`src/rtl/axi4lite_initiator.sv`:
```
// ---------------------------------------------------------------------------
// axi4lite_initiator
//
// Single-outstanding AXI4-Lite manager. A command taken on the simple
// request port becomes exactly one AXI4-Lite read or write; the outcome is
// returned as exactly one response on the response port.
//
// Handshake rule used on every channel of this block: a transfer happens on
// the rising clock edge where valid and ready are both high. A valid, once
// raised, stays high with its payload unchanged until that edge. A ready may
// rise or fall freely.
//
// Ports
//   clk, reset_n               clock, asynchronous active-low reset
//   cmd_valid / cmd_ready      command request handshake
//   cmd_write                  1 = write, 0 = read
//   cmd_addr                   target address
//   cmd_wdata, cmd_wstrb       write payload (ignored for reads)
//   rsp_valid / rsp_ready      response handshake
//   rsp_write                  echoes cmd_write of the completed command
//   rsp_rdata                  read data (0 for writes)
//   rsp_resp                   BRESP or RRESP as returned by the target
//   i_ctrl_aw*/w*/b*/ar*/r*    AXI4-Lite manager port
//   dbg_state                  current FSM state encoding (observation only)
// ---------------------------------------------------------------------------
module axi4lite_initiator #(
    parameter int addrWidth        = 32,
    parameter int dataWidth        = 32,
    parameter int writeStrobeWidth = 4
) (
    input  logic                        clk,
    input  logic                        reset_n,

    // Command port
    input  logic                        cmd_valid,
    output logic                        cmd_ready,
    input  logic                        cmd_write,
    input  logic [addrWidth-1:0]        cmd_addr,
    input  logic [dataWidth-1:0]        cmd_wdata,
    input  logic [writeStrobeWidth-1:0] cmd_wstrb,

    // Response port
    output logic                        rsp_valid,
    input  logic                        rsp_ready,
    output logic                        rsp_write,
    output logic [dataWidth-1:0]        rsp_rdata,
    output logic [1:0]                  rsp_resp,

    // AXI4-Lite AW channel
    output logic                        i_ctrl_awvalid,
    input  logic                        i_ctrl_awready,
    output logic [addrWidth-1:0]        i_ctrl_awaddr,
    output logic [2:0]                  i_ctrl_awprot,

    // AXI4-Lite W channel
    output logic                        i_ctrl_wvalid,
    input  logic                        i_ctrl_wready,
    output logic [dataWidth-1:0]        i_ctrl_wdata,
    output logic [writeStrobeWidth-1:0] i_ctrl_wstrb,

    // AXI4-Lite B channel
    input  logic                        i_ctrl_bvalid,
    output logic                        i_ctrl_bready,
    input  logic [1:0]                  i_ctrl_bresp,

    // AXI4-Lite AR channel
    output logic                        i_ctrl_arvalid,
    input  logic                        i_ctrl_arready,
    output logic [addrWidth-1:0]        i_ctrl_araddr,
    output logic [2:0]                  i_ctrl_arprot,

    // AXI4-Lite R channel
    input  logic                        i_ctrl_rvalid,
    output logic                        i_ctrl_rready,
    input  logic [dataWidth-1:0]        i_ctrl_rdata,
    input  logic [1:0]                  i_ctrl_rresp,

    // Observation
    output logic [2:0]                  dbg_state
);

    typedef enum logic [2:0] {
        IDLE  = 3'd0,
        WADDR = 3'd1,   // AW and/or W still pending
        WRESP = 3'd2,
        RADDR = 3'd3,
        RDATA = 3'd4,
        RSP   = 3'd5
    } state_t;

    state_t state;
    state_t state_next;

    // Per-channel pending flags for the write address/data phase. They are
    // the AW/W valids themselves, so each channel drops independently the
    // cycle after its own handshake.
    logic aw_pend;
    logic aw_pend_next;
    logic w_pend;
    logic w_pend_next;

    // Registered command payload; drives the AXI address/data outputs so
    // they stay stable for the whole transaction.
    logic [addrWidth-1:0]        addr_q;
    logic [dataWidth-1:0]        wdata_q;
    logic [writeStrobeWidth-1:0] wstrb_q;

    // Registered response fields.
    logic                        rsp_write_q;
    logic [dataWidth-1:0]        rsp_rdata_q;
    logic [1:0]                  rsp_resp_q;

    // Handshake strobes
    logic cmd_fire;
    logic aw_fire;
    logic w_fire;
    logic b_fire;
    logic ar_fire;
    logic r_fire;

    assign cmd_fire = (state == IDLE)  && cmd_valid;
    assign aw_fire  = aw_pend          && i_ctrl_awready;
    assign w_fire   = w_pend           && i_ctrl_wready;
    assign b_fire   = (state == WRESP) && i_ctrl_bvalid;
    assign ar_fire  = (state == RADDR) && i_ctrl_arready;
    assign r_fire   = (state == RDATA) && i_ctrl_rvalid;

    // -----------------------------------------------------------------------
    // State register
    // -----------------------------------------------------------------------
    always_ff @(posedge clk or negedge reset_n) begin
        if (!reset_n) begin
            state   <= IDLE;
            aw_pend <= 1'b0;
            w_pend  <= 1'b0;
        end else begin
            state   <= state_next;
            aw_pend <= aw_pend_next;
            w_pend  <= w_pend_next;
        end
    end

    // -----------------------------------------------------------------------
    // Next-state logic
    // -----------------------------------------------------------------------
    always_comb begin
        state_next   = state;
        aw_pend_next = aw_pend;
        w_pend_next  = w_pend;

        case (state)
            IDLE: begin
                if (cmd_valid) begin
                    state_next   = cmd_write ? WADDR : RADDR;
                    aw_pend_next = cmd_write;
                    w_pend_next  = cmd_write;
                end
            end

            WADDR: begin
                if (aw_fire) begin
                    aw_pend_next = 1'b0;
                end
                if (w_fire) begin
                    w_pend_next = 1'b0;
                end
                // Both channels done, whether together this cycle or with
                // one of them completed earlier.
                if (!aw_pend_next && !w_pend_next) begin
                    state_next = WRESP;
                end
            end

            WRESP: begin
                if (i_ctrl_bvalid) begin
                    state_next = RSP;
                end
            end

            RADDR: begin
                if (i_ctrl_arready) begin
                    state_next = RDATA;
                end
            end

            RDATA: begin
                if (i_ctrl_rvalid) begin
                    state_next = RSP;
                end
            end

            RSP: begin
                if (rsp_ready) begin
                    state_next = IDLE;
                end
            end

            default: begin
                state_next   = IDLE;
                aw_pend_next = 1'b0;
                w_pend_next  = 1'b0;
            end
        endcase
    end

    // -----------------------------------------------------------------------
    // Command payload capture
    // -----------------------------------------------------------------------
    always_ff @(posedge clk or negedge reset_n) begin
        if (!reset_n) begin
            addr_q  <= '0;
            wdata_q <= '0;
            wstrb_q <= '0;
        end else if (cmd_fire) begin
            addr_q  <= cmd_addr;
            wdata_q <= cmd_wdata;
            wstrb_q <= cmd_wstrb;
        end
    end

    // -----------------------------------------------------------------------
    // Response capture. Fields change only on a B/R handshake, so they are
    // stable for the whole time rsp_valid is high.
    // -----------------------------------------------------------------------
    always_ff @(posedge clk or negedge reset_n) begin
        if (!reset_n) begin
            rsp_write_q <= 1'b0;
            rsp_rdata_q <= '0;
            rsp_resp_q  <= 2'b00;
        end else if (b_fire) begin
            rsp_write_q <= 1'b1;
            rsp_rdata_q <= '0;
            rsp_resp_q  <= i_ctrl_bresp;
        end else if (r_fire) begin
            rsp_write_q <= 1'b0;
            rsp_rdata_q <= i_ctrl_rdata;
            rsp_resp_q  <= i_ctrl_rresp;
        end
    end

    // -----------------------------------------------------------------------
    // Outputs: all are flops or decodes of the state register, so none
    // depends combinationally on an input.
    // -----------------------------------------------------------------------
    assign cmd_ready      = (state == IDLE);
    assign rsp_valid      = (state == RSP);
    assign rsp_write      = rsp_write_q;
    assign rsp_rdata      = rsp_rdata_q;
    assign rsp_resp       = rsp_resp_q;

    assign i_ctrl_awvalid = aw_pend;
    assign i_ctrl_awaddr  = addr_q;
    assign i_ctrl_awprot  = 3'b000;

    assign i_ctrl_wvalid  = w_pend;
    assign i_ctrl_wdata   = wdata_q;
    assign i_ctrl_wstrb   = wstrb_q;

    assign i_ctrl_bready  = (state == WRESP);

    assign i_ctrl_arvalid = (state == RADDR);
    assign i_ctrl_araddr  = addr_q;
    assign i_ctrl_arprot  = 3'b000;

    assign i_ctrl_rready  = (state == RDATA);

    assign dbg_state      = state;

endmodule

```
`config.mk`:
```
export PLATFORM = sky130hd
export DESIGN_NAME = axi4lite_initiator
export DESIGN_NICKNAME = d
export VERILOG_FILES = /design/src/rtl/axi4lite_initiator.sv
export SDC_FILE = /design/constraint.sdc
export NUM_CORES = 1
export LEC_CHECK = 0
export ABC_CLOCK_PERIOD_IN_PS = 1600
export CORE_MARGIN = 2
export CORE_UTILIZATION = 35
export CTS_BUF_LIST = sky130_fd_sc_hd__clkbuf_8
export CTS_CLUSTER_SIZE = 14
export DETAILED_ROUTE_END_ITERATION = 8
export HOLD_SLACK_MARGIN = 0.03
export PLACE_DENSITY = 0.78
export SYNTH_ARGS = -nofsm -noshare
export SYNTH_HDL_FRONTEND = slang
export SYNTH_SLANG_ARGS = --single-unit
```
`constraint.sdc`:
```
create_clock -name clk -period 1.6 [get_ports clk]
set_clock_uncertainty 0.05 [all_clocks]
set_input_delay 0.48 -clock clk [delete_from_list [all_inputs] [get_ports clk]]
set_output_delay 0.48 -clock clk [all_outputs]
set_load 0.05 [all_outputs]
```
==> parameters.txt, run 1 <==
Parameter                              Value

Outcome
  Result of the run ... finished, violations left
  Failing checks ... setup timing

Floorplan
  Chip Width ... 117 um
  Area of the die ... 0.0138 mm^2
  Number of rows created at floorplan ... 41
  Top-level port count ... 265
  Starting density of the core ... 35.7%
  Floorplan die height ... 117 um
  Area of the core ... 0.0126 mm^2

Critical path
  Setup CP Type ... flip-flop to flip-flop
  Startpoint of the lowest-slack register-to-register path ... dbg_state[1]
  Delay-heaviest family, CP ... simple AND/OR/NAND/NOR gates
  Worst reg2reg endpoint ... dbg_state[2]
  Critical path buffers and inverters ... 2
  Maximum fanout count along the critical path ... 6
  Reg2Reg Depth ... 6
  Largest stage delay, worst path ... 0.53 ns
  Worst Setup Start Kind ... flip-flop
  Critical path required time ... 1.82 ns
  Internal reg-to-reg setup slack ... -0.42 ns
  Sequence of cells on the critical path ... buf_6, or2b_4, buf_4, o31ai_1, or4_4, mux2_4
  Critical Path AT ... 2.24 ns
  Setup crit end kind ... flip-flop
  Cell with the largest stage delay on the worst path ... or4_4

Final layout
  Number of fill cells in the layout ... 688
  Ratio of cells with drive above 1 in the final layout ... 58.9%
  Most frequent cells in the layout ... 155 x buf_12, 112 x clkdlybuf4s50_1, 73 x dfrtp_1, 71 x mux2_4, 35 x dfrtp_2
  Fin util ... 78.1%
  Most common cell after layout, fill and taps aside ... buf_12
  Area added between synthesis and finish ... 119%
  Area of combinational cells with multiple inputs ... 0.00170 mm^2
  Combined flip-flop and latch cell area ... 0.00275 mm^2
  Final non-filler cell total ... 775
  Total inserted antenna cells ... 0
  Layout Nets ... 712

Logic synthesis
  Post-synthesis register bit count ... 108
  Number of standard cells after synthesis ... 310
  Post-synthesis cell area ... 0.00451 mm^2
  Predominant post-synthesis flop cell ... dfrtp_1
  Top cells by area in the synthesized netlist ... dfrtp_1 60%, mux2_2 12%, buf_4 7.0%, a22o_1 6.2%, mux2_1 5.0%
  Seq/Total Area, Yosys ... 60.0%
  Ys Warns ... 0
  Async SR Flop Fraction ... 100%
  Fraction of synthesized cell area taken by the top area cell type ... 60.0%
  Synth Area per Inst ... 14.5 um^2
  EDFF count, synth ... 0
  Top cell type by total area after synthesis ... dfrtp_1
  Distinct cell type count of the synthesized netlist ... 37

Routing
  Vias post-DR ... 3678
  Number of search-and-repair iterations in the first detailed-routing pass ... 4
  DRC errors left ... 0
  Routed Antenna Nets ... 0
  Routed WL ... 17000 um
  Vias per inst ... 4.75
  Drt initial violations ... 194
  Avg WL per Cell ... 22.0 um

Global routing
  GRT Resource Usage Total ... 23.9%
  First-pass GRT wire length ... 25400 um
  Antenna violations before repair ... 0
  Maximum number of pins on one net before global-route repair ... 45
  Total grt overflow ... 0
  Vias in the first global route ... 4150

CTS
  Clk root buf ... clkbuf_8
  Clock transition at the registers of the reported paths ... 0.11 ns
  Clk sink count ... 108
  Deepest level of the CTS H-tree ... 3
  Num CTS Buffers ... 9
  Clock latency on the worst-skew pair ... 0.39 ns
  Clock Path Buffers ... 2
  TritonCTS clock tree ... built

STA
  Worst path setup slack after routing ... -0.421 ns
  Upper clock frequency limit ... 495 MHz
  Number of setup violations in the final report ... 116
  Share of the clock period used by the worst path after layout ... 126%
  Pins over their slew limit ... 0
  Setup repair after global routing missed its margin ... true
  Final Hold Violating Endpoints ... 0
  Final worst path period need ... 2.02 ns
  Total negative slack for setup checks ... -23.91 ns

Place
  Placed cells ... 716
  Worst setup slack after placement ... -0.592 ns
  Routability cong. ... 0.782
  Count of input and output buffers ... 258
  Detailed Place HPWL ... 10900 um

Job
  Number of max-capacitance violations reported ... 0

Worst hold path
  Min-Delay Path Class ... primary input to asynchronous set/reset pin
## logic make-up after synthesis
| family | synth area share [%] |
|---|---|
| mux | 18.0 |
| simple gates | 3.80 |
| compound gates | 8.30 |
| flops | 60.0 |
| other cells | 0.0832 |
| buf+inv | 9.86 |
## through the flow
step | hold slack, ns | instance area, um^2
2_1_floorplan | 0.134 | 4600
3_3_place_gp | 0.353 | 8670
3_5_place_dp | 0.360 | 8670
4_1_cts | 0.482 | 9640
5_1_grt | 0.525 | 9850
6_report | 0.487 | 9850
## timing repair
action                     in CTS  in global routing
setup endpoints to repair     136                172
gates cloned                   10                  3
hold buffers                    1                  0
pin swaps                      12                 37
setup buffers                  23                 18
hold endpoints to repair       22                  0
resized for setup              97                 66
## worst max-delay path by stage
| stage | start | endpoint | slack [ns] | cells after the start |
|---|---|---|---|---|
| floorplan | dbg_state[1] | i_ctrl_wdata[10] | -0.56 | 7 |
| global placement | i_ctrl_wready | dbg_state[0] | -0.54 | 5 |
| detailed placement | i_ctrl_awready | dbg_state[2] | -0.59 | 5 |
| CTS | dbg_state[2] | i_ctrl_bready | -0.45 | 4 |
| global route | dbg_state[1] | i_ctrl_bready | -0.49 | 4 |
| finish | dbg_state[1] | dbg_state[2] | -0.42 | 6 |
## sequential cells by signal, indices dropped and copies added (netlist names)
name            count
i_ctrl_awvalid      1
dbg_state           3
i_ctrl_araddr      32
rsp_write           1
i_ctrl_wvalid       1
i_ctrl_wstrb        4
rsp_resp            2
rsp_rdata          32
i_ctrl_wdata       32
## worst reg2reg max path, delay by kind of cell (launching register included)
| family | cells | cell delay (ns) |
|---|---|---|
| simple gates | 2 | 0.76 |
| buf+inv | 2 | 0.26 |
| mux | 1 | 0.31 |
| flops | 1 | 0.46 |
| compound gates | 1 | 0.07 |
## area by class of cell
| type | instances | share of cell area (%) |
|---|---|---|
| Inverter | 4 | 0.292 |
| Clock buffer | 9 | 1.26 |
| Sequential cell | 108 | 27.9 |
| Timing Repair Buffer | 327 | 50.6 |
| Multi-Input combinational cell | 148 | 17.3 |
| Clock inverter | 7 | 0.521 |
| Tap cell | 172 | 2.18 |
## synthesized netlist by cell type, types with 2 or more instances
cell and count:
dfrtp_1 108, mux2_2 48, buf_4 42, a22o_1 32, mux2_1 20, buf_2 8
nor2_1 7, buf_6 4, o21ai_0 4, inv_1 3, mux2_4 3, a21o_1 2
a21oi_1 2, a222oi_1 2, and3b_2 2, nand2b_1 2
## metal layers
layer  vias to the layer above  track usage [%]  wire (um)  share of wire (%)
met4                         0             5.27        211                1.2
met1                      1884             27.0       6380                 37
met2                       154             43.8       9420                 55
met5                         -                0          0                  0
met3                        15             7.80       1030                6.0
li1                       1625                -          -                  -
Power of run 1 is not shown: default switching activity piles up to over one toggle a cycle in this logic, so the estimate is an artifact.
==> run 2: changes to the inputs <==
--- a/config.mk
+++ b/config.mk
@@ -13,6 +13,7 @@
 export DETAILED_ROUTE_END_ITERATION = 8
 export HOLD_SLACK_MARGIN = 0.03
 export PLACE_DENSITY = 0.78
+export SKIP_CTS_REPAIR_TIMING = 1
 export SYNTH_ARGS = -nofsm -noshare
 export SYNTH_HDL_FRONTEND = slang
 export SYNTH_SLANG_ARGS = --single-unit
==> parameters.txt, run 2 (same netlist as run 1, synthesis figures left out) <==
Parameter                              Value

Routing
  DRC errors left ... 0 (unchanged)
  Vias post-DR ... 3668 (was 3678)
  Routed WL ... 16800 um (was 17000 um)
  Avg WL per Cell ... 22.0 um (about the same)
  Routed Antenna Nets ... 0 (unchanged)
  Number of search-and-repair iterations in the first detailed-routing pass ... 4 (unchanged)
  Vias per inst ... 4.81 (was 4.75)
  Drt initial violations ... 201 (was 194)

Place
  Count of input and output buffers ... 258 (unchanged)
  Routability cong. ... 0.782 (unchanged)
  Worst setup slack after placement ... -0.592 ns (unchanged)
  Detailed Place HPWL ... 10900 um (unchanged)

CTS
  Clock transition at the registers of the reported paths ... 0.10 ns (was 0.11 ns)
  Deepest level of the CTS H-tree ... 3 (unchanged)
  Num CTS Buffers ... 9 (unchanged)
  Clk root buf ... clkbuf_8 (unchanged)
  Clock Path Buffers ... 2 (unchanged)
  Clk sink count ... 108 (unchanged)
  TritonCTS clock tree ... built (unchanged)
  Clock latency on the worst-skew pair ... 0.38 ns (was 0.39 ns)

Final layout
  Ratio of cells with drive above 1 in the final layout ... 57.9% (was 58.9%)
  Total inserted antenna cells ... 0 (unchanged)
  Most frequent cells in the layout ... 153 x buf_12, 112 x clkdlybuf4s50_1, 74 x dfrtp_1, 71 x mux2_4, 34 x dfrtp_2 (was 155 x buf_12, 112 x clkdlybuf4s50_1, 73 x dfrtp_1, 71 x mux2_4, 35 x dfrtp_2)
  Fin util ... 76.6% (was 78.1%)
  Layout Nets ... 700 (was 712)
  Most common cell after layout, fill and taps aside ... buf_12 (unchanged)
  Area added between synthesis and finish ... 115% (was 119%)

Global routing
  Vias in the first global route ... 3819 (was 4150)
  Antenna violations before repair ... 0 (unchanged)
  GRT Resource Usage Total ... 20.1% (was 23.9%)
  Total grt overflow ... 0 (unchanged)
  First-pass GRT wire length ... 21700 um (was 25400 um)
  Maximum number of pins on one net before global-route repair ... 47 (was 45)

STA
  Final worst path period need ... 2.06 ns (was 2.02 ns)
  Share of the clock period used by the worst path after layout ... 129% (was 126%)
  Upper clock frequency limit ... 485 MHz (was 495 MHz)
  Pins over their slew limit ... 0 (unchanged)
  Worst path setup slack after routing ... -0.462 ns (was -0.421 ns)
  Setup repair after global routing missed its margin ... true (unchanged)
  Number of setup violations in the final report ... 115 (was 116)
  Final Hold Violating Endpoints ... 0 (unchanged)

Critical path
  Critical Path AT ... 1.53 ns (was 2.24 ns)
  Maximum fanout count along the critical path ... 5 (was 6)
  Setup CP Type ... flip-flop to output port (was flip-flop to flip-flop)
  Worst Setup Start Kind ... flip-flop (unchanged)
  Setup crit end kind ... output port (was flip-flop)
  Internal reg-to-reg setup slack ... -0.32 ns (was -0.42 ns)
  Critical path required time ... 1.07 ns (was 1.82 ns)

Floorplan
  Top-level port count ... 265 (unchanged)
  Area of the die ... 0.0138 mm^2 (unchanged)
  Floorplan die height ... 117 um (unchanged)
  Area of the core ... 0.0126 mm^2 (unchanged)
  Chip Width ... 117 um (unchanged)
  Starting density of the core ... 35.7% (unchanged)
  Number of rows created at floorplan ... 41 (unchanged)

Outcome
  Result of the run ... finished, violations left (unchanged)
  Failing checks ... setup timing (unchanged)

Worst hold path
  Min-Delay Path Class ... primary input to asynchronous set/reset pin (unchanged)

Job
  Number of max-capacitance violations reported ... 0 (unchanged)
==> run 2: path summary, 6_finish.rpt <==
path | startpoint | end | depth (start not counted)
setup / recovery | dbg_state[2] | i_ctrl_bready | 4
hold / removal | reset_n | i_ctrl_wdata[31] | 2
setup reg to reg | dbg_state[2] | dbg_state[0] | 6
hold reg to reg | rsp_rdata[20] | rsp_rdata[20] | 1
max in group asynchronous | reset_n | i_ctrl_araddr[1] | 3
min in group clk | rsp_rdata[20] | rsp_rdata[20] | 1
==> run 2: worst max-delay path, cell delays in order (launching register included) <==
cell and delay (ns):
dfrtp_2 0.45, buf_6 0.14, or2b_4 0.28, nor2_4 0.13
buf_12 0.14
==> run 2: area by class of cell <==
cell class,count,area (um^2)
Clock buffer,9,124
Clock inverter,7,51.3
Fill cell,713,2950
Inverter,4,28.8
Multi-Input combinational cell,149,1710
Sequential cell,108,2750
Tap cell,172,215
Timing Repair Buffer,314,4790
==> run 2: per-layer routing <==
layer  global-route usage, %  part of all wire [%]  vias to the layer above  wire, um
li1                        -                     -                     1611         -
met3                    7.95                   7.6                       23      1280
met4                    4.67                   1.7                        0       280
met5                       0                     0                        -         0
met1                    21.6                    37                     1873      6130
met2                    37.1                    54                      161      9060
==> run 2: per-stage QoR <==
stage	hold WS (ns)	instance area [um^2]	std cells	TNS, ns
6_report	0.499	9670	763	-24.26
5_1_grt	0.529	9670	763	-30.62
4_1_cts	-0.0755	8850	732	-24.01
3_5_place_dp	0.360	8670	716	-45.95
3_3_place_gp	0.353	8670	716	-42.87
2_1_floorplan	0.134	4600	315	-34.52
Power of run 2 is left out for the same reason.
